==> src/rtl/supersonic_ctrl_if.sv <==
// ---------------------------------------------------------------------------
// supersonic_ctrl_if
//   Handshake bundle between the main controller / ultrasonic sensor side
//   and the supersonic_ctrl sequencer.
//
//   Signals:
//     trigger    controller -> ctrl  measurement request, rising edge = request
//     triggerSuc ctrl -> controller  one-cycle pulse, sensor trigger pulse done
//     trig_out   ctrl -> sensor      trigger pin
//     echo       sensor -> ctrl      echo pin (asynchronous to clk)
//     valid      ctrl -> controller  one-cycle pulse, distance updated
//     distance   ctrl -> controller  distance in mm, all-ones = out of range
//     timeout    ctrl -> controller  one-cycle pulse with valid on timeout
//     busy       ctrl -> controller  sequencer not idle
//
//   Modports:
//     master  controller + sensor side (drives trigger and echo)
//     slave   the sequencer
// ---------------------------------------------------------------------------
interface supersonic_ctrl_if #(
  parameter int unsigned DIST_W = 32
);
  logic              trigger;
  logic              triggerSuc;
  logic              trig_out;
  logic              echo;
  logic              valid;
  logic [DIST_W-1:0] distance;
  logic              timeout;
  logic              busy;

  modport master (
    output trigger,
    output echo,
    input  triggerSuc,
    input  trig_out,
    input  valid,
    input  distance,
    input  timeout,
    input  busy
  );

  modport slave (
    input  trigger,
    input  echo,
    output triggerSuc,
    output trig_out,
    output valid,
    output distance,
    output timeout,
    output busy
  );
endinterface

==> src/rtl/supersonic_ctrl.sv <==
// ---------------------------------------------------------------------------
// supersonic_ctrl
//   Ultrasonic range sensor sequencer. A rising edge on trigger starts a
//   fixed-width pulse on trig_out, then the echo pulse width is timed and
//   converted to millimetres. Timeouts on the echo wait and on the echo
//   measurement report all-ones with a timeout pulse. A hold-off interval
//   after each result keeps the sensor from being re-triggered too soon;
//   requests arriving meanwhile are remembered in a 1-deep pending flag.
//
//   Ports:
//     clk   system clock
//     rst   asynchronous, active-high reset
//     bus   supersonic_ctrl_if.slave (trigger, triggerSuc, trig_out, echo,
//           valid, distance, timeout, busy)
//
//   Optional feature (macro SUPERSONIC_AVG4_EN):
//     When defined, one request runs four sensor measurements separated by
//     hold-off and reports their average. triggerSuc pulses only after the
//     first trigger pulse; any timeout aborts the sequence at once.
// ---------------------------------------------------------------------------
module supersonic_ctrl #(
  parameter int unsigned TRIG_CYCLES    = 500,
  parameter int unsigned CYC_PER_UNIT   = 291,
  parameter int unsigned TIMEOUT_CYCLES = 1500000,
  parameter int unsigned HOLDOFF_CYCLES = 3000000,
  parameter int unsigned DIST_W         = 32
) (
  input logic               clk,
  input logic               rst,
  supersonic_ctrl_if.slave  bus
);

  // One shared down-the-phase counter serves TRIG, WAIT_ECHO, MEASURE and
  // HOLDOFF, so it is sized for the longest of them.
  localparam int unsigned CNT_MAX0 = (TIMEOUT_CYCLES > HOLDOFF_CYCLES) ? TIMEOUT_CYCLES : HOLDOFF_CYCLES;
  localparam int unsigned CNT_MAX  = (CNT_MAX0 > TRIG_CYCLES) ? CNT_MAX0 : TRIG_CYCLES;
  localparam int unsigned CNT_W    = $clog2(CNT_MAX + 1);
  localparam int unsigned SUB_W    = $clog2(CYC_PER_UNIT + 1);

  typedef logic [CNT_W-1:0]  cnt_t;
  typedef logic [SUB_W-1:0]  sub_t;
  typedef logic [DIST_W-1:0] dist_t;

  localparam cnt_t  TRIG_LAST = cnt_t'(TRIG_CYCLES - 1);
  localparam cnt_t  SUC_AT    = cnt_t'(TRIG_CYCLES - 2);
  localparam cnt_t  TO_LAST   = cnt_t'(TIMEOUT_CYCLES - 1);
  localparam cnt_t  HO_LAST   = cnt_t'(HOLDOFF_CYCLES - 1);
  localparam sub_t  SUB_LAST  = sub_t'(CYC_PER_UNIT - 1);
  localparam dist_t DIST_SAT  = {{(DIST_W-1){1'b1}}, 1'b0};

  typedef enum logic [2:0] {
    S_IDLE,
    S_TRIG,
    S_WAIT_ECHO,
    S_MEASURE,
    S_DONE,
    S_HOLDOFF
  } state_t;

  state_t     state_q, state_d;
  cnt_t       cnt_q, cnt_d;
  sub_t       sub_q, sub_d;
  dist_t      dist_q, dist_d;
  dist_t      distance_q, distance_d;
  logic [2:0] echo_sh_q, echo_sh_d;
  logic       trig_prev_q, trig_prev_d;
  logic       trig_edge_q, trig_edge_d;
  logic       pending_q, pending_d;
  logic       trig_out_q, trig_out_d;
  logic       trig_suc_q, trig_suc_d;
  logic       valid_q, valid_d;
  logic       timeout_q, timeout_d;
  logic       busy_q, busy_d;

`ifdef SUPERSONIC_AVG4_EN
  logic [1:0]        smp_q, smp_d;
  logic [DIST_W+1:0] acc_q, acc_d;
  logic [DIST_W+1:0] acc_sum;
`endif

  // echo_sh_q[0] is the metastability flop, [1] the synchronized echo and
  // [2] its registered copy used for edge detection.
  logic  echo_rise, echo_fall;
  dist_t dist_inc;

  assign echo_rise = echo_sh_q[1] & ~echo_sh_q[2];
  assign echo_fall = ~echo_sh_q[1] & echo_sh_q[2];

  // Distance including the current MEASURE cycle, so the falling-edge cycle
  // is counted and an echo of N*CYC_PER_UNIT cycles reads exactly N.
  assign dist_inc = (sub_q == SUB_LAST && dist_q != DIST_SAT) ? dist_q + 1'b1 : dist_q;

`ifdef SUPERSONIC_AVG4_EN
  assign acc_sum = acc_q + {2'b00, dist_inc};
`endif

  always_comb begin
    // NOTE: every _d is given a default before the case so no path leaves it
    // unassigned; otherwise synthesis infers a latch.
    echo_sh_d   = {echo_sh_q[1:0], bus.echo};
    trig_prev_d = bus.trigger;
    trig_edge_d = bus.trigger & ~trig_prev_q;
    state_d     = state_q;
    cnt_d       = cnt_q;
    sub_d       = sub_q;
    dist_d      = dist_q;
    distance_d  = distance_q;
    pending_d   = pending_q;
    trig_out_d  = trig_out_q;
    trig_suc_d  = 1'b0;
    valid_d     = 1'b0;
    timeout_d   = 1'b0;
`ifdef SUPERSONIC_AVG4_EN
    smp_d       = smp_q;
    acc_d       = acc_q;
`endif

    // Requests outside IDLE are remembered once; further edges are dropped.
    if (trig_edge_q && state_q != S_IDLE) pending_d = 1'b1;

    unique case (state_q)
      S_IDLE: begin
        if (trig_edge_q || pending_q) begin
          pending_d  = 1'b0;
          state_d    = S_TRIG;
          cnt_d      = '0;
          trig_out_d = 1'b1;
          trig_suc_d = (TRIG_CYCLES == 1);
`ifdef SUPERSONIC_AVG4_EN
          smp_d      = '0;
          acc_d      = '0;
`endif
        end
      end

      S_TRIG: begin
        cnt_d = cnt_q + 1'b1;
        if (cnt_q == TRIG_LAST) begin
          state_d    = S_WAIT_ECHO;
          cnt_d      = '0;
          trig_out_d = 1'b0;
        end else if (cnt_q == SUC_AT) begin
          // Raised one cycle early so the registered pulse lands on the
          // last trigger cycle.
`ifdef SUPERSONIC_AVG4_EN
          trig_suc_d = (smp_q == 2'd0);
`else
          trig_suc_d = 1'b1;
`endif
        end
      end

      S_WAIT_ECHO: begin
        if (echo_rise) begin
          state_d = S_MEASURE;
          cnt_d   = '0;
          sub_d   = '0;
          dist_d  = '0;
        end else if (cnt_q == TO_LAST) begin
          state_d    = S_DONE;
          valid_d    = 1'b1;
          timeout_d  = 1'b1;
          distance_d = '1;
        end else begin
          cnt_d = cnt_q + 1'b1;
        end
      end

      S_MEASURE: begin
        sub_d  = (sub_q == SUB_LAST) ? '0 : sub_q + 1'b1;
        dist_d = dist_inc;
        cnt_d  = cnt_q + 1'b1;
        if (echo_fall) begin
`ifdef SUPERSONIC_AVG4_EN
          if (smp_q == 2'd3) begin
            state_d    = S_DONE;
            valid_d    = 1'b1;
            distance_d = acc_sum[DIST_W+1:2];
          end else begin
            acc_d   = acc_sum;
            smp_d   = smp_q + 1'b1;
            state_d = S_HOLDOFF;
            cnt_d   = '0;
          end
`else
          state_d    = S_DONE;
          valid_d    = 1'b1;
          distance_d = dist_inc;
`endif
        end else if (cnt_q == TO_LAST) begin
          state_d    = S_DONE;
          valid_d    = 1'b1;
          timeout_d  = 1'b1;
          distance_d = '1;
        end
      end

      S_DONE: begin
        state_d = S_HOLDOFF;
        cnt_d   = '0;
`ifdef SUPERSONIC_AVG4_EN
        smp_d   = '0;
        acc_d   = '0;
`endif
      end

      S_HOLDOFF: begin
        if (cnt_q == HO_LAST) begin
`ifdef SUPERSONIC_AVG4_EN
          // Mid-sequence hold-off goes straight to the next sample.
          if (smp_q != 2'd0) begin
            state_d    = S_TRIG;
            cnt_d      = '0;
            trig_out_d = 1'b1;
          end else begin
            state_d = S_IDLE;
          end
`else
          state_d = S_IDLE;
`endif
        end else begin
          cnt_d = cnt_q + 1'b1;
        end
      end

      default: state_d = S_IDLE;
    endcase

    busy_d = (state_d != S_IDLE);
  end

  // NOTE: sequential state uses non-blocking assignments only, so every flop
  // samples the pre-edge values regardless of statement order.
  always_ff @(posedge clk or posedge rst) begin
    if (rst) begin
      state_q     <= S_IDLE;
      cnt_q       <= '0;
      sub_q       <= '0;
      dist_q      <= '0;
      distance_q  <= '0;
      echo_sh_q   <= '0;
      trig_prev_q <= 1'b0;
      trig_edge_q <= 1'b0;
      pending_q   <= 1'b0;
      trig_out_q  <= 1'b0;
      trig_suc_q  <= 1'b0;
      valid_q     <= 1'b0;
      timeout_q   <= 1'b0;
      busy_q      <= 1'b0;
`ifdef SUPERSONIC_AVG4_EN
      smp_q       <= '0;
      acc_q       <= '0;
`endif
    end else begin
      state_q     <= state_d;
      cnt_q       <= cnt_d;
      sub_q       <= sub_d;
      dist_q      <= dist_d;
      distance_q  <= distance_d;
      echo_sh_q   <= echo_sh_d;
      trig_prev_q <= trig_prev_d;
      trig_edge_q <= trig_edge_d;
      pending_q   <= pending_d;
      trig_out_q  <= trig_out_d;
      trig_suc_q  <= trig_suc_d;
      valid_q     <= valid_d;
      timeout_q   <= timeout_d;
      busy_q      <= busy_d;
`ifdef SUPERSONIC_AVG4_EN
      smp_q       <= smp_d;
      acc_q       <= acc_d;
`endif
    end
  end

  assign bus.trig_out   = trig_out_q;
  assign bus.triggerSuc = trig_suc_q;
  assign bus.valid      = valid_q;
  assign bus.distance   = distance_q;
  assign bus.timeout    = timeout_q;
  assign bus.busy       = busy_q;

endmodule

==> src/flat_wrapper.sv <==
// flat-port wrapper written by rule: the top's interface ports become plain ports
module supersonic_ctrl_flat 
#(
  parameter int unsigned TRIG_CYCLES    = 500,
  parameter int unsigned CYC_PER_UNIT   = 291,
  parameter int unsigned TIMEOUT_CYCLES = 1500000,
  parameter int unsigned HOLDOFF_CYCLES = 3000000,
  parameter int unsigned DIST_W         = 32
)
  (clk, rst, bus_trigger, bus_echo, bus_triggerSuc, bus_trig_out, bus_valid, bus_distance, bus_timeout, bus_busy);
  supersonic_ctrl_if #(.DIST_W(DIST_W)) bus_i ();
  input logic clk;
  input logic rst;
  input wire logic [$bits(bus_i.trigger)-1:0] bus_trigger;
  input wire logic [$bits(bus_i.echo)-1:0] bus_echo;
  output wire logic [$bits(bus_i.triggerSuc)-1:0] bus_triggerSuc;
  output wire logic [$bits(bus_i.trig_out)-1:0] bus_trig_out;
  output wire logic [$bits(bus_i.valid)-1:0] bus_valid;
  output wire logic [$bits(bus_i.distance)-1:0] bus_distance;
  output wire logic [$bits(bus_i.timeout)-1:0] bus_timeout;
  output wire logic [$bits(bus_i.busy)-1:0] bus_busy;
  assign bus_i.trigger = bus_trigger;
  assign bus_i.echo = bus_echo;
  assign bus_triggerSuc = bus_i.triggerSuc;
  assign bus_trig_out = bus_i.trig_out;
  assign bus_valid = bus_i.valid;
  assign bus_distance = bus_i.distance;
  assign bus_timeout = bus_i.timeout;
  assign bus_busy = bus_i.busy;
  supersonic_ctrl #(.TRIG_CYCLES(TRIG_CYCLES), .CYC_PER_UNIT(CYC_PER_UNIT), .TIMEOUT_CYCLES(TIMEOUT_CYCLES), .HOLDOFF_CYCLES(HOLDOFF_CYCLES), .DIST_W(DIST_W)) u_core (.clk(clk), .rst(rst), .bus(bus_i));
endmodule
==> config.mk <==
export PLATFORM = sky130hd
export DESIGN_NAME = supersonic_ctrl_flat
export DESIGN_NICKNAME = d
export VERILOG_FILES = /design/src/rtl/supersonic_ctrl_if.sv /design/src/rtl/supersonic_ctrl.sv /design/src/flat_wrapper.sv
export SDC_FILE = /design/constraint.sdc
export NUM_CORES = 1
export LEC_CHECK = 0
export CORE_UTILIZATION = 61
export CTS_BUF_LIST = sky130_fd_sc_hd__clkbuf_8
export CTS_CLUSTER_DIAMETER = 100
export DETAILED_ROUTE_END_ITERATION = 7
export GPL_ROUTABILITY_DRIVEN = 0
export PLACE_DENSITY = 0.87
export SYNTH_ARGS = -nofsm -noshare
export SYNTH_HDL_FRONTEND = slang
export SYNTH_SLANG_ARGS = --single-unit
==> constraint.sdc <==
create_clock -name clk -period 4 [get_ports clk]
set_input_delay 0.8 -clock clk [delete_from_list [all_inputs] [get_ports clk]]
set_output_delay 0.8 -clock clk [all_outputs]
set_load 0.1 [all_outputs]
# Yosys cells after proc, flatten, opt, wreduce, memory -nomap -nowiden
# Cells that the tools add are included.
[classes] n_addsub=3 bitwise_logic=6 eq_ne=17 n_mux=38 reduce_logical=13
[ops] op="32-bit two-way mux" count=5
[ops] op="22-bit one-hot mux with 6 select lines" count=1
[ops] op="32-bit one-hot mux with 2 select lines" count=2
[ops] op="22-bit two-way mux" count=5
[ops] op="22-bit by 9-bit equality test with 1-bit output, second input constant" count=2
[ops] op="32-bit by 1-bit adder with 32-bit output, second input constant" count=1
[ops] op="32-bit inequality test, second input constant" count=1
[ops] op="22-bit by 1-bit adder with 22-bit output, second input constant" count=1
[ops] op="22-bit by 21-bit equality test with 1-bit output, second input constant" count=1
[ops] op="22-bit equality test, second input constant" count=1
[ops] op="3-bit two-way mux" count=6
[ops] op="9-bit two-way mux" count=2
[ops] op="3-bit one-hot mux with 6 select lines" count=1
[ops] op="9-bit one-hot mux with 2 select lines" count=1
[ops] op="1-bit two-way mux" count=12
[ops] op="9-bit by 1-bit adder with 9-bit output, second input constant" count=1
[ops] op="9-bit equality test, second input constant" count=1
[ops] op="3-bit by 2-bit equality test with 1-bit output, second input constant" count=2
[ops] op="3-bit equality test, second input constant" count=2
[ops] op="2-bit by 1-bit inequality test with 1-bit output, second input constant" count=3
[ops] op="1-bit one-hot mux with 2 select lines" count=3
[ops] op="3-bit nonzero test" count=2
[ops] op="6-bit nonzero test" count=1
[ops] op="2-bit inequality test, second input constant" count=2
[ops] op="11 further kinds" count=18
[word_totals] word_cells=91 out_inout_bits=37 reg_bits=109 inputBits=4

# Logic depth before layout (Yosys ltp)
[depth] ltp_word=5 depth_mapped=10 mapped_depth_nobuf=8

# Worst setup path after synthesis
# OpenSTA, ideal clock, no wires.
[synth_timing] kind="reg2reg" start="reg u_core.cnt_q[11]" end="reg u_core.cnt_q[20]" required_time_ns=3.879 path_slack_ns=1.605 setup_ns=0.121 n_path_buf=1 arrival_time_ns=2.274 period_less_slack_ns=2.395 stages_incl_launch_ff=8 cell_sequence="dfrtp_1 or4_4 or3b_4 nor4_4 or2_2 buf_6 o21ai_1 a22o_1"
[synth_via] elab_chain_len=4 word_cells_on_any_way=12 classes_between="add/sub: 1; eq/ne: 5; mux: 5; reduce/logical: 1"
[synth_lines] element="start: declaration" line="supersonic_ctrl.sv:61" text="cnt_t cnt_q, cnt_d;"
[synth_lines] element="start signal: assignment" line="supersonic_ctrl.sv:256" text="cnt_q <= cnt_d;"
[synth_lines] element="22-bit by 1-bit adder with 22-bit output"
[synth_lines] element="22-bit two-way mux" line="supersonic_ctrl.sv:159" text="end else if (cnt_q == TO_LAST) begin"
[synth_lines] element="22-bit two-way mux" line="supersonic_ctrl.sv:154" text="if (echo_rise) begin"
[synth_lines] element="22-bit one-hot mux with 6 select lines" line="supersonic_ctrl.sv:121" text="unique case (state_q)"
# Parallel ways exist; a longest one is shown, timed or not. The select of a mux whose other input is x is not followed.
# A chain may end at the register's enable or synchronous reset.

# Worst setup path after layout
[layout_timing] start="reg u_core.cnt_q[11]" end="reg u_core.distance_q[4] (netlist: u_core.bus.distance[4])"
[layout_via] elab_chain_len=4 word_cells_on_any_way=5 classes_between="eq/ne: 1; mux: 4"
[layout_lines] element="22-bit by 21-bit equality test with 1-bit output (*)" line="supersonic_ctrl.sv:159, supersonic_ctrl.sv:190"
[layout_lines] element="32-bit two-way mux (*)"
[layout_lines] element="32-bit two-way mux (on tied branches)"
[layout_lines] element="32-bit one-hot mux with 2 select lines (*)"
[layout_lines] element="end signal: assignment" line="supersonic_ctrl.sv:259" text="distance_q <= distance_d;"
[layout_lines] element="end: declaration" line="supersonic_ctrl.sv:64" text="dist_t distance_q, distance_d;"
# Every way passes the cells marked *; elsewhere a longest branch is shown, timed or not. The select of a mux whose other input is x is not followed.

==> reports/metrics.yaml <==
outcome:
  status: "finished, final reports clean"
min_path:
  worstHoldPathType: "reg2reg"
  min_delay_path_depth: 0
  hold_start: "u_core.echo_sh_q[0]$_DFF_PP0_"
  hold_end: "u_core.echo_sh_q[1]$_DFF_PP0_"
synthesis:
  synth_top_area_share_pct: 46.8
  synth_ff_type: "dfrtp_1"
  ys_seq_elements: 109
  syn_inst: 621
  yosysSeqAreaShare_pct: 46.8
  synth.distinct_cells: 63
  synth_top_area_cell: "dfrtp_1"
  syn_avg_cell_area_sq_um: 9.38
  synth_enable_flop_cells: 0
  synthTopCellsByArea: "dfrtp_1 (47%), a2bb2oi_1 (4.7%), nand2_1 (4.4%)"
  netlist_area_sq_um: 5820
  yosysWarnings: 0
  async_flop_share_pct: 100
  synth_fp_nets: 631
clock_network:
  insertion_delay_ns: 0.38
  numCtsBuffers: 9
  cts_buffer_depth: 2
  cts_resized: 0
  cts_tree: "built"
  clk_root_buffer_cell: "clkbuf_8"
  h-tree-depth: 3
  cts_setup_buffers: 0
  hold_buffers: 0
  cts.sink_count: 109
  clk_pin_slew_worst_paths_ns: 0.09
floorplanning:
  start_util_pct: 63.0
  num_rows: 35
  io_pins: 41
  coreArea_sq_um: 9240
  die_h_um: 99.7
  die_w_um: 99.7
  dieArea_sq_um: 9940
pwr:
  design_power_total_mw: 1.94
  comb_power_share_pct: 7.0
  seq_power_share_pct: 61.7
  switchingPower_uw: 503
  power.internal_mw: 1.44
  p_sw_share_pct: 25.8
  power_per_cell_area_nw_per_um2: 300
  p_leak_nw: 2.62
  vdd_drop_max_v: 0.000355
  p_clk_share_pct: 31.3
setup_path:
  reg2reg_slack_ns: 0.86
  crit_fanout: 24
  cp_data_arrival_time_ns: 3.44
  path_cells: "or4_4 -> nor4_2 -> nand3_1 -> o22ai_1 -> and2_1 -> buf_4 -> a2bb2oi_1"
  cp_slowest_cell: "and2_1"
  reg2reg_depth: 7
  cpPeakStageDelay_ns: 0.76
  startpoint_type: "flop"
  r2r-start: "u_core.cnt_q[11]$_DFFE_PP0P_"
  crit_path_end_kind: "flop"
  cp_data_required_time_ns: 4.29
  crit_type: "reg2reg"
  worst_r2r_endpoint: "u_core.bus.distance[4]$_DFFE_PP0P_"
route:
  drt_iter0_markers: 371
  wl_per_cell_um: 17.8
  firstDrtPassIters: 5
  ant_nets: 0
  wl_mm: 13.8
  dr_total_vias: 5059
  post-route-drc-count: 0
  wl_met3_um: 963
  dr.max_layer_used: "met4"
  wl_met1_mm: 5.94
  viasPerCell: 6.51
  wl_met2_mm: 6.72
timing:
  setup_ws_ns: 0.856
  slew_violations: 0
  hold_viol_final: 0
  post-route-period-util_pct: 78.6
  tightestPinTransition_ns: 0.981
  finClkSkew_ns: 0.0102
  finalSetupViolations: 0
  relSlewSlack_pct: 34.4
  fmax_mhz: 318
  rsz0062_at_grt: "no"
  fin_crit_ns: 3.14
  setup_tns_ns: 0
global_routing:
  grt_pass1_wl_mm: 22.8
  antenna_found_initial: 0
  grt_usage_pct: 29.1
  grt_max_degree: 110
  grt.overflow.total: 0
  grt_pass1_vias: 4745
layout:
  nets: 655
  fin_cells: 777
  drive_above_1_share_pct: 6.02
  diodes: 0
  final_cell_mix: "dfrtp_1 (109), nand2_1 (69), o21ai_0 (44)"
  final_core_util_pct: 70.0
  final_common_cell: "dfrtp_1"
  synthToLayoutAreaGrowth_pct: 11.2
placement:
  dp_hpwl_mm: 9.29
  place_inst: 763
  port_buffers: 40
  pre_cts_slack_ns: 0.863
run:
  maxCapViolations: 0
Yosys cell counts, types with 5 or more instances:
master / count
nand4b_1: 5
clkbuf_1: 27
a21oi_1: 16
a21o_1: 7
nor3_1: 13
dfrtp_1: 109
nand2_1: 69
xor2_1: 21
and2_1: 5
a2bb2oi_1: 31
nor2b_1: 10
a41oi_1: 7
xnor2_1: 11
nand4_1: 18
a22o_1: 11
nor4_1: 7
ha_1: 6
o22ai_1: 5
o21ai_1: 6
or3_1: 6
o31ai_1: 8
nand2b_1: 7
a31oi_1: 20
inv_1: 19
and3_1: 14
nand3_1: 31
nor2_1: 36
o21ai_0: 44
how the worst max path moves through the flow:
stage                            startpoint                                  to  slack, ns
6_report       u_core.cnt_q[11]$_DFFE_PP0P_  u_core.bus.distance[4]$_DFFE_PP0P_       0.86
5_1_grt        u_core.cnt_q[11]$_DFFE_PP0P_  u_core.bus.distance[2]$_DFFE_PP0P_       0.56
4_1_cts        u_core.cnt_q[11]$_DFFE_PP0P_  u_core.bus.distance[4]$_DFFE_PP0P_       0.84
3_5_place_dp   u_core.cnt_q[11]$_DFFE_PP0P_  u_core.bus.distance[4]$_DFFE_PP0P_       0.86
3_3_place_gp   u_core.cnt_q[11]$_DFFE_PP0P_  u_core.bus.distance[1]$_DFFE_PP0P_       1.00
2_1_floorplan                           rst           u_core.bus.busy$_DFF_PP0_       0.33
cell type report:
type | instances | area [sq um]
multi-input combinational | 458 | 2870
fill | 690 | 2770
sequential | 109 | 2730
timing repair buffer | 48 | 473
tap | 129 | 161
clock buffer | 11 | 151
inverter | 19 | 73.8
clock inverter | 3 | 15.0
flip-flops by register name, summed over array words and instances, names as in the netlist:
name / flops
u_core.bus.distance: 32
u_core.dist_q: 32
u_core.cnt_q: 22
u_core.sub_q: 9
u_core.echo_sh_q: 3
u_core.state_q: 3
u_core.bus.busy: 1
u_core.bus.timeout: 1
u_core.bus.trig_out: 1
u_core.bus.triggerSuc: 1
u_core.bus.valid: 1
u_core.pending_q: 1
u_core.trig_edge_q: 1
u_core.trig_prev_q: 1
critical path: cells and delay by family (launching register included):
kind / cells / cell delay (ns)
AOI/OAI and AO/OA: 2 / 0.40
buffers and inverters: 1 / 0.31
DFF: 1 / 0.44
and+or+nand+nor: 4 / 1.89
metrics by stage:
step | hold WS, ns | instance area (sq um)
floorplan | 0.331 | 5820
global placement | 0.340 | 6310
detailed placement | 0.343 | 6310
CTS | 0.364 | 6470
global route | 0.368 | 6470
finish | 0.363 | 6470
layer usage:
metal / vias up / global-route usage [%]
li1: 2326 / -
met1: 2482 / 39.7
met2: 226 / 46.2
met3: 25 / 5.41
met4: 0 / 11.4
met5: - / 0
power by group through the flow:
stage | Clock (mW) | Combinational [mW] | Sequential, mW
3_5_place_dp | 0 | 0.136 | 1.21
5_1_grt | 0.653 | 0.153 | 1.20
4_1_cts | 0.619 | 0.136 | 1.19
2_1_floorplan | 0 | 0.119 | 1.19
6_report | 0.609 | 0.136 | 1.20
3_3_place_gp | 0 | 0.131 | 1.21
cell families (layout without fill, tap and decap cells):
family,count (synthesis),after routing,share of synthesized area (%)
multiplexers,2,2,0.365
AO/OA/AOI/OAI,172,172,20.5
XOR/XNOR,32,32,4.81
AND/OR/NAND/NOR,246,246,22.2
buffers and inverters,54,81,3.98
flip-flops,109,109,46.8
adder cells (fa/ha/maj),6,6,1.29
Note: power is estimated with default switching activity, not from simulation.
